<file path="src/rtl/pipeline_issue_control.sv">
// pipeline_issue_control: decode-stage issue gate for the in-order pipeline.
// Tracks in-flight register writes with per-register countdown counters,
// stalls on read-after-write hazards, sequences the branch-flush window and
// drains the pipeline on a halt request.
module pipeline_issue_control #(
  parameter int unsigned WB_LAT     = 3,
  parameter int unsigned LD_EXTRA   = 1,
  parameter int unsigned BR_PENALTY = 2
) (
  input  logic       CLK,
  input  logic       RST_N,
  input  logic       dec_valid_IN,
  input  logic [2:0] srcA_IN,
  input  logic [2:0] srcB_IN,
  input  logic       useA_IN,
  input  logic       useB_IN,
  input  logic [2:0] writeAd_IN,
  input  logic       write_IN,
  input  logic       adr_mux_IN,
  input  logic       pc_load_IN,
  input  logic       halt_IN,
  output logic       dec_ready_OUT,
  output logic       issue_OUT,
  output logic       stall_OUT,
  output logic       bubble_OUT,
  output logic       flush_OUT,
  output logic       halted_OUT,
  output logic [7:0] pending_OUT
);

  localparam logic [2:0] LAT_ALU = 3'(WB_LAT);
  localparam logic [2:0] LAT_LD  = 3'(WB_LAT + LD_EXTRA);
  localparam logic [2:0] FC_INIT = 3'(BR_PENALTY - 1);

  typedef enum logic [1:0] {
    RUN    = 2'd0,
    FLUSH  = 2'd1,
    DRAIN  = 2'd2,
    HALTED = 2'd3
  } state_t;

  state_t     state_q;
  logic [2:0] fc_q;
  logic [2:0] cnt_q [8];
  logic [2:0] cnt_d [8];
  logic       hazard;

  // Pending view of the scoreboard and the RAW hazard on the decoded sources.
  always_comb begin
    pending_OUT = '0;
    for (int unsigned r = 0; r < 8; r++) begin
      pending_OUT[r] = (cnt_q[r] != '0);
    end
    hazard = (useA_IN && (cnt_q[srcA_IN] != '0)) ||
             (useB_IN && (cnt_q[srcB_IN] != '0));
  end

  // Issue handshake and derived pipeline-control strobes.
  always_comb begin
    dec_ready_OUT = (state_q == RUN) && !hazard;
    issue_OUT     = dec_valid_IN && dec_ready_OUT;
    stall_OUT     = dec_valid_IN && !dec_ready_OUT && (state_q != FLUSH);
    bubble_OUT    = !issue_OUT;
    flush_OUT     = (state_q == FLUSH);
    halted_OUT    = (state_q == HALTED);
  end

  // Next scoreboard values: countdown, with a writer's load taking priority.
  always_comb begin
    for (int unsigned r = 0; r < 8; r++) begin
      cnt_d[r] = (cnt_q[r] != '0) ? cnt_q[r] - 3'd1 : '0;
    end
    if (issue_OUT && write_IN) begin
      cnt_d[writeAd_IN] = adr_mux_IN ? LAT_LD : LAT_ALU;
    end
  end

  // Scoreboard registers.
  always_ff @(posedge CLK or negedge RST_N) begin
    if (!RST_N) begin
      for (int unsigned r = 0; r < 8; r++) begin
        cnt_q[r] <= '0;
      end
    end else begin
      for (int unsigned r = 0; r < 8; r++) begin
        cnt_q[r] <= cnt_d[r];
      end
    end
  end

  // Issue FSM: run / branch flush window / halt drain / halted.
  always_ff @(posedge CLK or negedge RST_N) begin
    if (!RST_N) begin
      state_q <= RUN;
      fc_q    <= '0;
    end else begin
      case (state_q)
        RUN: begin
          if (issue_OUT && pc_load_IN) begin
            state_q <= FLUSH;
            fc_q    <= FC_INIT;
          end else if (halt_IN) begin
            state_q <= DRAIN;
          end
        end
        FLUSH: begin
          if (fc_q == '0) begin
            state_q <= halt_IN ? DRAIN : RUN;
          end else begin
            fc_q <= fc_q - 3'd1;
          end
        end
        DRAIN: begin
          if (!halt_IN) begin
            state_q <= RUN;
          end else if (pending_OUT == '0) begin
            state_q <= HALTED;
          end
        end
        HALTED: begin
          if (!halt_IN) begin
            state_q <= RUN;
          end
        end
        default: state_q <= RUN;
      endcase
    end
  end

endmodule

</file>
<file path="config.mk">
export PLATFORM = sky130hd
export DESIGN_NAME = pipeline_issue_control
export DESIGN_NICKNAME = d
export VERILOG_FILES = /design/src/rtl/pipeline_issue_control.sv
export SDC_FILE = /design/constraint.sdc
export NUM_CORES = 1
export LEC_CHECK = 0
export ABC_AREA = 1
export CAP_MARGIN = 20
export CORE_ASPECT_RATIO = 0.9
export CORE_MARGIN = 2
export CORE_UTILIZATION = 55
export DETAILED_ROUTE_END_ITERATION = 12
export PLACE_DENSITY = 0.81
export SYNTH_ARGS = -nofsm -noshare
export SYNTH_HDL_FRONTEND = slang
export SYNTH_SLANG_ARGS = --single-unit
</file>
<file path="constraint.sdc">
create_clock -name CLK -period 4.7 [get_ports CLK]
set_input_delay 0.94 -clock CLK [delete_from_list [all_inputs] [get_ports CLK]]
set_output_delay 0.94 -clock CLK [all_outputs]
set_load 0.01 [all_outputs]
</file>
Word-level counts from Yosys, hierarchy flattened
Index checks and enable logic that the tools add are counted.

$lt $le $gt $ge: 4. $add $sub $neg: 9. Mux-type cells: 30. Bitwise operators: 3. Equal/unequal tests: 10. Reductions and logical operators: 29.

Operators with widths (number): $mux 3 (16); $reduce_bool 3->1 (10); $sub 3x1->3 const B (9); $bwmux 24 (1); $mux 24 (1); $bmux 3 s3 (2); $mux 2 (7); $ge 4x4->1 const B (3); $not 3->4 (3); $demux 3 s3 (1); $logic_and 1x1->1 (9); $logic_not 8->1 (1); $pmux 2 s4 (1); $ne 2x1->1 const B (3); $pmux 3 s2 (1); $eq 2x2->1 const B (2); $lt 4x1->1 const B (1); $ne 2x2->1 const B (2); $reduce_and 4->1 (1); $logic_not 1->1 (3); $logic_not 3->1 (1); $ne 3x2->1 const B (1); $ne 3x3->1 const B (1); $reduce_and 3->1 (1); other kinds (4) (4).

Output and inout bits: 14. Bits of input ports: 18. Register bits after elaboration: 29.

Depth between registers and ports, before layout
Gate-level depths: netlist of the first run.

Word-level depth: 13. Depth in mapped cells: 15. Gate-level depth less buffers: 14.

Worst setup path before layout of the first run
Ideal clock, no wire load.

Kind: in2out. From: input port srcB_IN[0]. To: output port issue_OUT. Stages on the path: 12. Arrival: 1904 ps. Setup slack: 1856 ps. Path buffers: 1. Path through: inv_2 > nand2_1 > o21ai_1 > nand2_1 > nand2_1 > nand2_1 > nand3_2 > nand2_2 > nor2_4 > nand2_4 > inv_6 > buf_4.

Word-level cells in the longest chain between the ends: 10.

RTL lines: from (decl) (RTL line 14) `input logic [2:0] srcB_IN,`; $not 3->4 (implied by the code) (RTL line 55) `(useB_IN && (cnt_q[srcB_IN] != '0));`; $bmux 3 s3 (RTL line 55); $mux 3 (implied by the code) (2 in series) (RTL line 55); $reduce_bool 3->1 (RTL line 55); $logic_and 1x1->1 (RTL line 55); $logic_or 1x1->1 (RTL line 54) `hazard = (useA_IN && (cnt_q[srcA_IN] != '0)) ||`; $logic_not 1->1 (RTL line 60) `dec_ready_OUT = (state_q == RUN) && !hazard;`; $logic_and 1x1->1 (RTL line 60); net dec_ready_OUT (RTL line 22) `output logic dec_ready_OUT,`; $logic_and 1x1->1 (RTL line 61) `issue_OUT = dec_valid_IN && dec_ready_OUT;`; to (decl) (RTL line 23) `output logic issue_OUT,`.

The timed path passes the listed nets, and every way through them passes these cells. The select of a mux whose other input is x is not followed.

Final worst setup path of the first run
From: input port srcB_IN[0]. To: output port issue_OUT.

Word-level cells in the longest chain between the ends: 10.

RTL lines (RTL line): $not 3->4 (implied by the code) (55); $bmux 3 s3 (55); $mux 3 (implied by the code) (2 in series) (55); $reduce_bool 3->1 (55); $logic_and 1x1->1 (55); $logic_or 1x1->1 (54); $logic_not 1->1 (60); $logic_and 1x1->1 (60); $logic_and 1x1->1 (61).

Every way passes these cells. The select of a mux whose other input is x is not followed.

==> impl_metrics.prom, run 1 <==
# TYPE chip_impl_metric gauge
chip_impl_info{name="outcome",value="finished clean"} 1
chip_impl_metric{name="num_antenna_cells",unit=""} 0
chip_impl_metric{name="distinct_cell_type_count_after_synthesis",unit=""} 29
chip_impl_info{name="hold_path.startpoint",value="state_q[0]"} 1
chip_impl_metric{name="cts-buffers-inserted",unit=""} 5
chip_impl_metric{name="timing.critical_path.fanout_max",unit=""} 18
chip_impl_metric{name="number_of_rows_in_the_core_area",unit=""} 22
chip_impl_metric{name="drv.max_cap_violation_count",unit=""} 0
chip_impl_metric{name="synth_largest_type_area_fraction",unit="%"} 31.0
chip_impl_metric{name="cts-root-to-sink-buffers",unit=""} 2
chip_impl_metric{name="detail_route.wirelength",unit="mm"} 5.40
chip_impl_metric{name="fmax",unit="MHz"} 253
chip_impl_metric{name="place_hpwl",unit="mm"} 4.01
chip_impl_metric{name="clk_pin_slew_worst_setup_hold_paths",unit="ps"} 60
chip_impl_metric{name="avgViaCountPerCell",unit=""} 5.11
chip_impl_metric{name="combPwrFrac",unit="%"} 44.9
chip_impl_metric{name="clock_tree.htree_level_count",unit=""} 2
chip_impl_metric{name="timing_hold_violations_final",unit=""} 0
chip_impl_metric{name="final_min_period_over_clock_period",unit="%"} 84.1
chip_impl_metric{name="fin_nets",unit=""} 414
chip_impl_metric{name="total_of_hold_buffers_inserted_after_clock_tree_synthesis",unit=""} 0
chip_impl_metric{name="total_routing_usage_gr",unit="%"} 25.0
chip_impl_info{name="timing.critical_path.from_type",value="input pin"} 1
chip_impl_metric{name="maxSlewViolCount",unit=""} 0
chip_impl_metric{name="design.die.area",unit="mm^2"} 0.00480
chip_impl_metric{name="top_level_ports",unit=""} 32
chip_impl_metric{name="fin_setup_tns",unit="ps"} 0
chip_impl_metric{name="setup_violations",unit=""} 0
chip_impl_metric{name="power.switching",unit="uW"} 384
chip_impl_metric{name="floorplan.die.height",unit="um"} 65.9
chip_impl_metric{name="setup.reg_to_reg.worst_slack",unit="ps"} 2570
chip_impl_metric{name="route.vias.total",unit=""} 2175
chip_impl_info{name="setup.worst_path.start",value="srcB_IN[0]"} 1
chip_impl_metric{name="iteration_count_of_the_initial_detailed_routing_pass",unit=""} 4
chip_impl_metric{name="grt_first_pass_wirelength",unit="mm"} 9.39
chip_impl_metric{name="layout-area-overhead-vs-synth",unit="%"} 17.8
chip_impl_metric{name="core-area",unit="mm^2"} 0.00407
chip_impl_metric{name="synth_fp_nets",unit=""} 381
chip_impl_info{name="r2r-start",value="cnt_q[18]"} 1
chip_impl_metric{name="final_design_area_no_fill",unit="mm^2"} 0.00276
chip_impl_metric{name="synthesized_flop_and_latch_total",unit=""} 29
chip_impl_metric{name="gpl.final_weighted_congestion",unit=""} 0.882
chip_impl_metric{name="required",unit="ps"} 3760
chip_impl_metric{name="p_leak",unit="nW"} 1.51
chip_impl_info{name="cts_root_buf",value="sky130_fd_sc_hd__clkbuf_8"} 1
chip_impl_info{name="synth_top_cells_by_area",value="sky130_fd_sc_hd__dfrtp_1 31%, sky130_fd_sc_hd__nand2_1 14%, sky130_fd_sc_hd__ha_1 9.6%"} 1
chip_impl_metric{name="die_width",unit="um"} 72.8
chip_impl_metric{name="cell_internal_pwr",unit="uW"} 580
chip_impl_metric{name="setup_clock_skew_after_layout",unit="ps"} 3.53
chip_impl_metric{name="ff_latch_area",unit="um^2"} 726
chip_impl_metric{name="vdd_ir_drop_max",unit="uV"} 199
chip_impl_metric{name="grt_start_max_net_pins",unit=""} 33
chip_impl_metric{name="effective_utilization_at_floorplan",unit="%"} 57.5
chip_impl_metric{name="max_slew_margin",unit="%"} 68.8
chip_impl_metric{name="power_density_of_the_placed_cells",unit="mW/mm^2"} 349
chip_impl_info{name="top_library_cells_by_usage_in_the_layout_fill_and_taps_aside",value="89 x sky130_fd_sc_hd__nand2_1, 53 x sky130_fd_sc_hd__inv_1, 37 x sky130_fd_sc_hd__nor2_1"} 1
chip_impl_metric{name="post_cts.resized_instances",unit=""} 0
chip_impl_metric{name="postSynthAreaPerCell",unit="um^2"} 6.79
chip_impl_info{name="criticalPathCategory",value="in2out"} 1
chip_impl_metric{name="cts_sinks",unit=""} 29
chip_impl_metric{name="syn_area",unit="mm^2"} 0.00234
chip_impl_info{name="grt_setup_unrepaired",value="no"} 1
chip_impl_info{name="cts_tree",value="done"} 1
chip_impl_metric{name="insertion_delay",unit="ps"} 280
chip_impl_metric{name="layout-drive-gt1-share",unit="%"} 10.6
chip_impl_info{name="endpoint_kind",value="output port"} 1
chip_impl_metric{name="fillers",unit=""} 370
chip_impl_metric{name="wl_per_cell",unit="um"} 12.7
chip_impl_info{name="timing.hold.worst.class",value="reg2reg"} 1
chip_impl_metric{name="period_minus_slack",unit="ps"} 3950
chip_impl_info{name="synth_top_cell_by_area",value="sky130_fd_sc_hd__dfrtp_1"} 1
chip_impl_metric{name="tightest_slew",unit="ps"} 467
chip_impl_metric{name="count_of_nets_left_with_antenna_violations_after_detail_routing",unit=""} 0
chip_impl_metric{name="netSwitchingFraction",unit="%"} 39.8
chip_impl_metric{name="ys_warn_count",unit=""} 0
chip_impl_info{name="most_common_library_cell_in_the_layout_ignoring_fill_and_taps",value="sky130_fd_sc_hd__nand2_1"} 1
chip_impl_metric{name="worstPathArrival",unit="ps"} 3010
chip_impl_metric{name="multi_input_area",unit="mm^2"} 0.00134
chip_impl_metric{name="post-route-drc-count",unit=""} 0
chip_impl_metric{name="io_buffers",unit=""} 31
chip_impl_metric{name="number_of_antenna_violations_at_the_first_check_in_global_routing",unit=""} 0
chip_impl_metric{name="sum_of_overflow_across_all_layers_after_global_routing",unit=""} 0
chip_impl_metric{name="synth_cells",unit=""} 345
chip_impl_metric{name="placement.cell_area",unit="mm^2"} 0.00267
chip_impl_metric{name="pwr-share-clk",unit="%"} 21.8
chip_impl_metric{name="dr.first_iter.drc_count",unit=""} 163
chip_impl_metric{name="seqPwrFrac",unit="%"} 33.3
chip_impl_metric{name="synth_seq_area_share",unit="%"} 31.0
chip_impl_metric{name="vias_in_the_first_global_route",unit=""} 2061
chip_impl_metric{name="cts.repair_timing.setup_buffer_count",unit=""} 0
-- metrics by stage --
stage	hold WS, ps	worst slack [ps]	power, mW	utilization [%]	cells
4_1_cts	566	746	0.969	67.8	426
2_1_floorplan	502	1860	0.610	-	345
5_1_grt	585	561	1.04	67.8	426
3_3_place_gp	549	782	0.748	65.6	419
3_5_place_dp	551	749	0.757	65.6	419
6_report	567	748	0.964	67.8	426
-- area by class of cell --
type,count,share of cell area [%]
repair buffers,33,11.8
multi-input cells,252,48.7
well taps,48,2.18
inverters,57,7.93
clock buffers,7,3.13
flip-flops and latches,29,26.3
-- synthesized netlist by cell type (all sizes together) --
cell type and n:
ha 18, nand3b 1, o211ai 4, nand4 2, nor2 44, buf 5, xor2 1, inv 56
nand3 33, nand2 98, dfrtp 29, o21ai 30, a21oi 12, nor4 1, clkinv 1, nor3 4
clkbuf 2, a31o 4
-- critical path, stage by stage --
cell and delay (ps):
sky130_fd_sc_hd__clkdlybuf4s50_1 580, sky130_fd_sc_hd__inv_2 100, sky130_fd_sc_hd__a21oi_1 160, sky130_fd_sc_hd__nand2_1 60, sky130_fd_sc_hd__nand2_1 60, sky130_fd_sc_hd__nand2_1 50
sky130_fd_sc_hd__nand3_2 80, sky130_fd_sc_hd__nand2_2 70, sky130_fd_sc_hd__nor2_4 120, sky130_fd_sc_hd__nand2_4 70, sky130_fd_sc_hd__inv_6 150, sky130_fd_sc_hd__clkdlybuf4s50_1 560
-- registers in the layout, indices dropped and copies added, names as in the netlist --
signal   flops
fc_q         3
state_q      2
cnt_q       24
-- logic make-up (layout without fill, tap and decap cells) --
family | Yosys count | after routing | synth area share (%)
AOI/OAI and AO/OA | 50 | 50 | 13.0
xor gates and xnor gates | 1 | 1 | 0.374
adders and majority gates | 18 | 18 | 9.62
buffers and inverters | 64 | 97 | 11.6
DFF | 29 | 29 | 31.0
and+or+nand+nor | 183 | 183 | 34.3
-- path summary, 6_finish.rpt --
check	cells past startpoint	endpoint
worst max register to register	14	cnt_q[21]
worst min register to register	2	state_q[0]
worst min-delay path	2	state_q[0]
min in group asynchronous	2	cnt_q[22]
worst max-delay path	12	issue_OUT
max in group asynchronous	2	fc_q[0]
-- power groups by stage --
| stage | sequential [mW] | combinational, mW | clock, mW |
|---|---|---|---|
| after floorplan | 0.317 | 0.293 | 0 |
| after global placement | 0.324 | 0.424 | 0 |
| after detailed placement | 0.325 | 0.432 | 0 |
| after CTS | 0.321 | 0.435 | 0.214 |
| after global routing | 0.326 | 0.495 | 0.223 |
| final | 0.321 | 0.433 | 0.210 |
-- routing by layer --
metal / vias up / GRT usage [%] / share of wire [%]
met5: - / 0 / 0
met4: 0 / 6.71 / 1.1
met2: 47 / 41.1 / 47
li1: 1143 / - / -
met3: 8 / 4.88 / 4.6
met1: 977 / 33.5 / 47
Power figures use the tool's default switching activity.
==> run 2, diff against run 1 <==
Settings changed: CORE_UTILIZATION 55 to 50, PLACE_DENSITY 0.81 to 0.78.
Clock period 4.7 ns to 3.55 ns, I/O delays scaled along.
==> impl_metrics.prom, run 2 (synthesis results as in run 1) <==
# TYPE chip_impl_metric gauge
chip_impl_info{name="max_flop_register",value="cnt_q"} 1
chip_impl_metric{name="power_density_of_the_placed_cells",unit="mW/mm^2"} 464
chip_impl_metric{name="total_routing_usage_gr",unit="%"} 23.5
chip_impl_metric{name="place_hpwl",unit="mm"} 4.18
chip_impl_info{name="timing.hold.worst.class",value="reg2reg"} 1
chip_impl_info{name="largestRegisters",value="cnt_q (24), fc_q (3), state_q (2)"} 1
chip_impl_metric{name="cts_sinks",unit=""} 29
chip_impl_info{name="cts_root_buf",value="sky130_fd_sc_hd__clkbuf_8"} 1
chip_impl_metric{name="cts-buffers-inserted",unit=""} 5
chip_impl_metric{name="detail_route.wirelength",unit="mm"} 5.78
chip_impl_metric{name="numPlacedInstances",unit=""} 434
chip_impl_metric{name="period_minus_slack",unit="ps"} 3330
chip_impl_metric{name="insertion_delay",unit="ps"} 300
chip_impl_info{name="outcome",value="finished clean"} 1
chip_impl_metric{name="setup_ws",unit="ps"} 218
chip_impl_metric{name="avgViaCountPerCell",unit=""} 5.10
chip_impl_metric{name="top_level_ports",unit=""} 32
chip_impl_metric{name="grt_first_pass_wirelength",unit="mm"} 9.33
chip_impl_info{name="timing.critical_path.from_type",value="input pin"} 1
chip_impl_metric{name="final_min_period_over_clock_period",unit="%"} 93.9
chip_impl_metric{name="wl_per_cell",unit="um"} 13.1
chip_impl_metric{name="iteration_count_of_the_initial_detailed_routing_pass",unit=""} 4
chip_impl_metric{name="floorplan.die.height",unit="um"} 68.9
chip_impl_info{name="endpoint_kind",value="output port"} 1
chip_impl_metric{name="die_width",unit="um"} 76.1
chip_impl_metric{name="final_cells",unit=""} 442
chip_impl_metric{name="count_of_nets_left_with_antenna_violations_after_detail_routing",unit=""} 0
chip_impl_info{name="critical_path.cell_chain",value="clkdlybuf4s50_1, inv_2, nand3_1, nand2_1, nor2_1, nor2_1, nor2_1, o211ai_1, inv_1, clkdlybuf4s50_1"} 1
chip_impl_info{name="cp_slowest_cell",value="sky130_fd_sc_hd__clkdlybuf4s50_1"} 1
chip_impl_metric{name="tightest_slew",unit="ps"} 489
chip_impl_metric{name="route.vias.total",unit=""} 2253
chip_impl_metric{name="clock_tree.htree_level_count",unit=""} 2
chip_impl_metric{name="fmax",unit="MHz"} 300
chip_impl_metric{name="timing_hold_violations_final",unit=""} 0
chip_impl_metric{name="layout-area-overhead-vs-synth",unit="%"} 19.0
chip_impl_metric{name="max_slew_margin",unit="%"} 67.1
chip_impl_metric{name="core-area",unit="mm^2"} 0.00449
chip_impl_info{name="critical_path.most_common_cell",value="sky130_fd_sc_hd__nor2_1"} 1
chip_impl_metric{name="report.power.total",unit="mW"} 1.29
chip_impl_metric{name="netSwitchingFraction",unit="%"} 41.9
chip_impl_info{name="criticalPathCategory",value="in2out"} 1
chip_impl_metric{name="timing.critical_path.fanout_max",unit=""} 5
chip_impl_metric{name="grt_start_max_net_pins",unit=""} 33
chip_impl_metric{name="setup_clock_skew_after_layout",unit="ps"} 4.82
chip_impl_metric{name="pre_cts_ws",unit="ps"} 157
chip_impl_metric{name="num_antenna_cells",unit=""} 0
chip_impl_metric{name="fillers",unit=""} 448
chip_impl_metric{name="post-route-util",unit="%"} 62.1
chip_impl_metric{name="layout-drive-gt1-share",unit="%"} 11.3
chip_impl_metric{name="fin_setup_tns",unit="ps"} 0
chip_impl_metric{name="io_buffers",unit=""} 31
chip_impl_metric{name="sum_of_overflow_across_all_layers_after_global_routing",unit=""} 0
chip_impl_info{name="cts_tree",value="done"} 1
chip_impl_metric{name="largest_register_ffs",unit=""} 24
chip_impl_metric{name="power.switching",unit="uW"} 542
chip_impl_metric{name="post-route-drc-count",unit=""} 0
chip_impl_metric{name="cts-root-to-sink-buffers",unit=""} 2
chip_impl_metric{name="vdd_ir_drop_max",unit="uV"} 235
chip_impl_metric{name="drv.max_cap_violation_count",unit=""} 0
chip_impl_metric{name="fin_nets",unit=""} 415
chip_impl_metric{name="cts.repair_timing.setup_buffer_count",unit=""} 0
chip_impl_metric{name="effective_utilization_at_floorplan",unit="%"} 52.2
chip_impl_metric{name="cp_slowest_stage_delay",unit="ps"} 570
chip_impl_metric{name="setup_violations",unit=""} 0
chip_impl_metric{name="seqPwrFrac",unit="%"} 32.8
chip_impl_metric{name="required",unit="ps"} 2840
chip_impl_metric{name="design.die.area",unit="mm^2"} 0.00525
chip_impl_info{name="critical_path.top_delay_family",value="buffers and inverters"} 1
chip_impl_metric{name="clk_pin_slew_worst_setup_hold_paths",unit="ps"} 70
chip_impl_metric{name="cell_internal_pwr",unit="uW"} 752
chip_impl_info{name="top_library_cells_by_usage_in_the_layout_fill_and_taps_aside",value="89 x sky130_fd_sc_hd__nand2_1, 53 x sky130_fd_sc_hd__inv_1, 37 x sky130_fd_sc_hd__nor2_1"} 1
chip_impl_info{name="grt_setup_unrepaired",value="no"} 1
chip_impl_metric{name="combPwrFrac",unit="%"} 45.4
chip_impl_metric{name="worstPathArrival",unit="ps"} 2620
chip_impl_metric{name="dr.first_iter.drc_count",unit=""} 162
chip_impl_metric{name="number_of_antenna_violations_at_the_first_check_in_global_routing",unit=""} 0
chip_impl_info{name="most_common_library_cell_in_the_layout_ignoring_fill_and_taps",value="sky130_fd_sc_hd__nand2_1"} 1
chip_impl_metric{name="p_leak",unit="nW"} 1.52
chip_impl_metric{name="number_of_rows_in_the_core_area",unit=""} 23
chip_impl_metric{name="gpl.final_weighted_congestion",unit=""} 0.852
chip_impl_metric{name="pwr-share-clk",unit="%"} 21.7
chip_impl_metric{name="critPathBufInv",unit=""} 4
chip_impl_metric{name="vias_in_the_first_global_route",unit=""} 1936
chip_impl_metric{name="maxSlewViolCount",unit=""} 0
[run 2: worst reg2reg max path, delay by kind of cell (launching register included)]
kind / cells / cell delay, ps
flops: 1 / 420
compound gates: 1 / 60
buf+inv: 2 / 310
simple gates: 12 / 1380
[run 2: power groups by stage]
stage               Combinational (mW)  Sequential, mW  Clock (mW)
floorplan                        0.388           0.420           0
CTS                              0.587           0.425       0.282
global placement                 0.569           0.429           0
global route                     0.653           0.430       0.298
finish                           0.588           0.425       0.281
detailed placement               0.581           0.432           0
[run 2: area by class of cell]
cell class | instances | area [um^2] | share of cell area (%)
multi-input cells | 252 | 1340 | 48.2
well taps | 62 | 77.6 | 2.78
flip-flops and latches | 29 | 726 | 26.0
repair buffers | 34 | 335 | 12.0
inverters | 57 | 219 | 7.85
clock buffers | 5 | 68.8 | 2.47
clock inverters | 3 | 17.5 | 0.628
[run 2: metal layers]
metal / vias up / GRT usage (%) / share of wire, %
li1: 1151 / - / -
met1: 1021 / 29.4 / 47
met2: 71 / 40.3 / 45
met3: 10 / 5.99 / 5.7
met4: 0 / 8.64 / 1.8
met5: - / 0 / 0
[run 2: timing repair]
action / in CTS / in global routing
resized for setup: 0 / 1
setup endpoints to repair: 0 / 1
hold buffers: 0 / 0
[run 2: worst paths after layout]
path,startpoint,end,slack (ps),cells past startpoint
min in group asynchronous,RST_N,fc_q[0],810,2
worst min register to register,fc_q[0],fc_q[0],570,2
max in group asynchronous,RST_N,cnt_q[2],2460,2
worst min-delay path,fc_q[0],fc_q[0],570,2
worst max-delay path,srcA_IN[0],stall_OUT,220,10
worst max register to register,cnt_q[21],cnt_q[4],1270,15
[run 2: through the flow]
step,cell area (um^2),hold WS [ps]
final,2790,568
after global routing,2790,598
after CTS,2790,578
after detailed placement,2700,563
after global placement,2700,545
after floorplan,2340,414
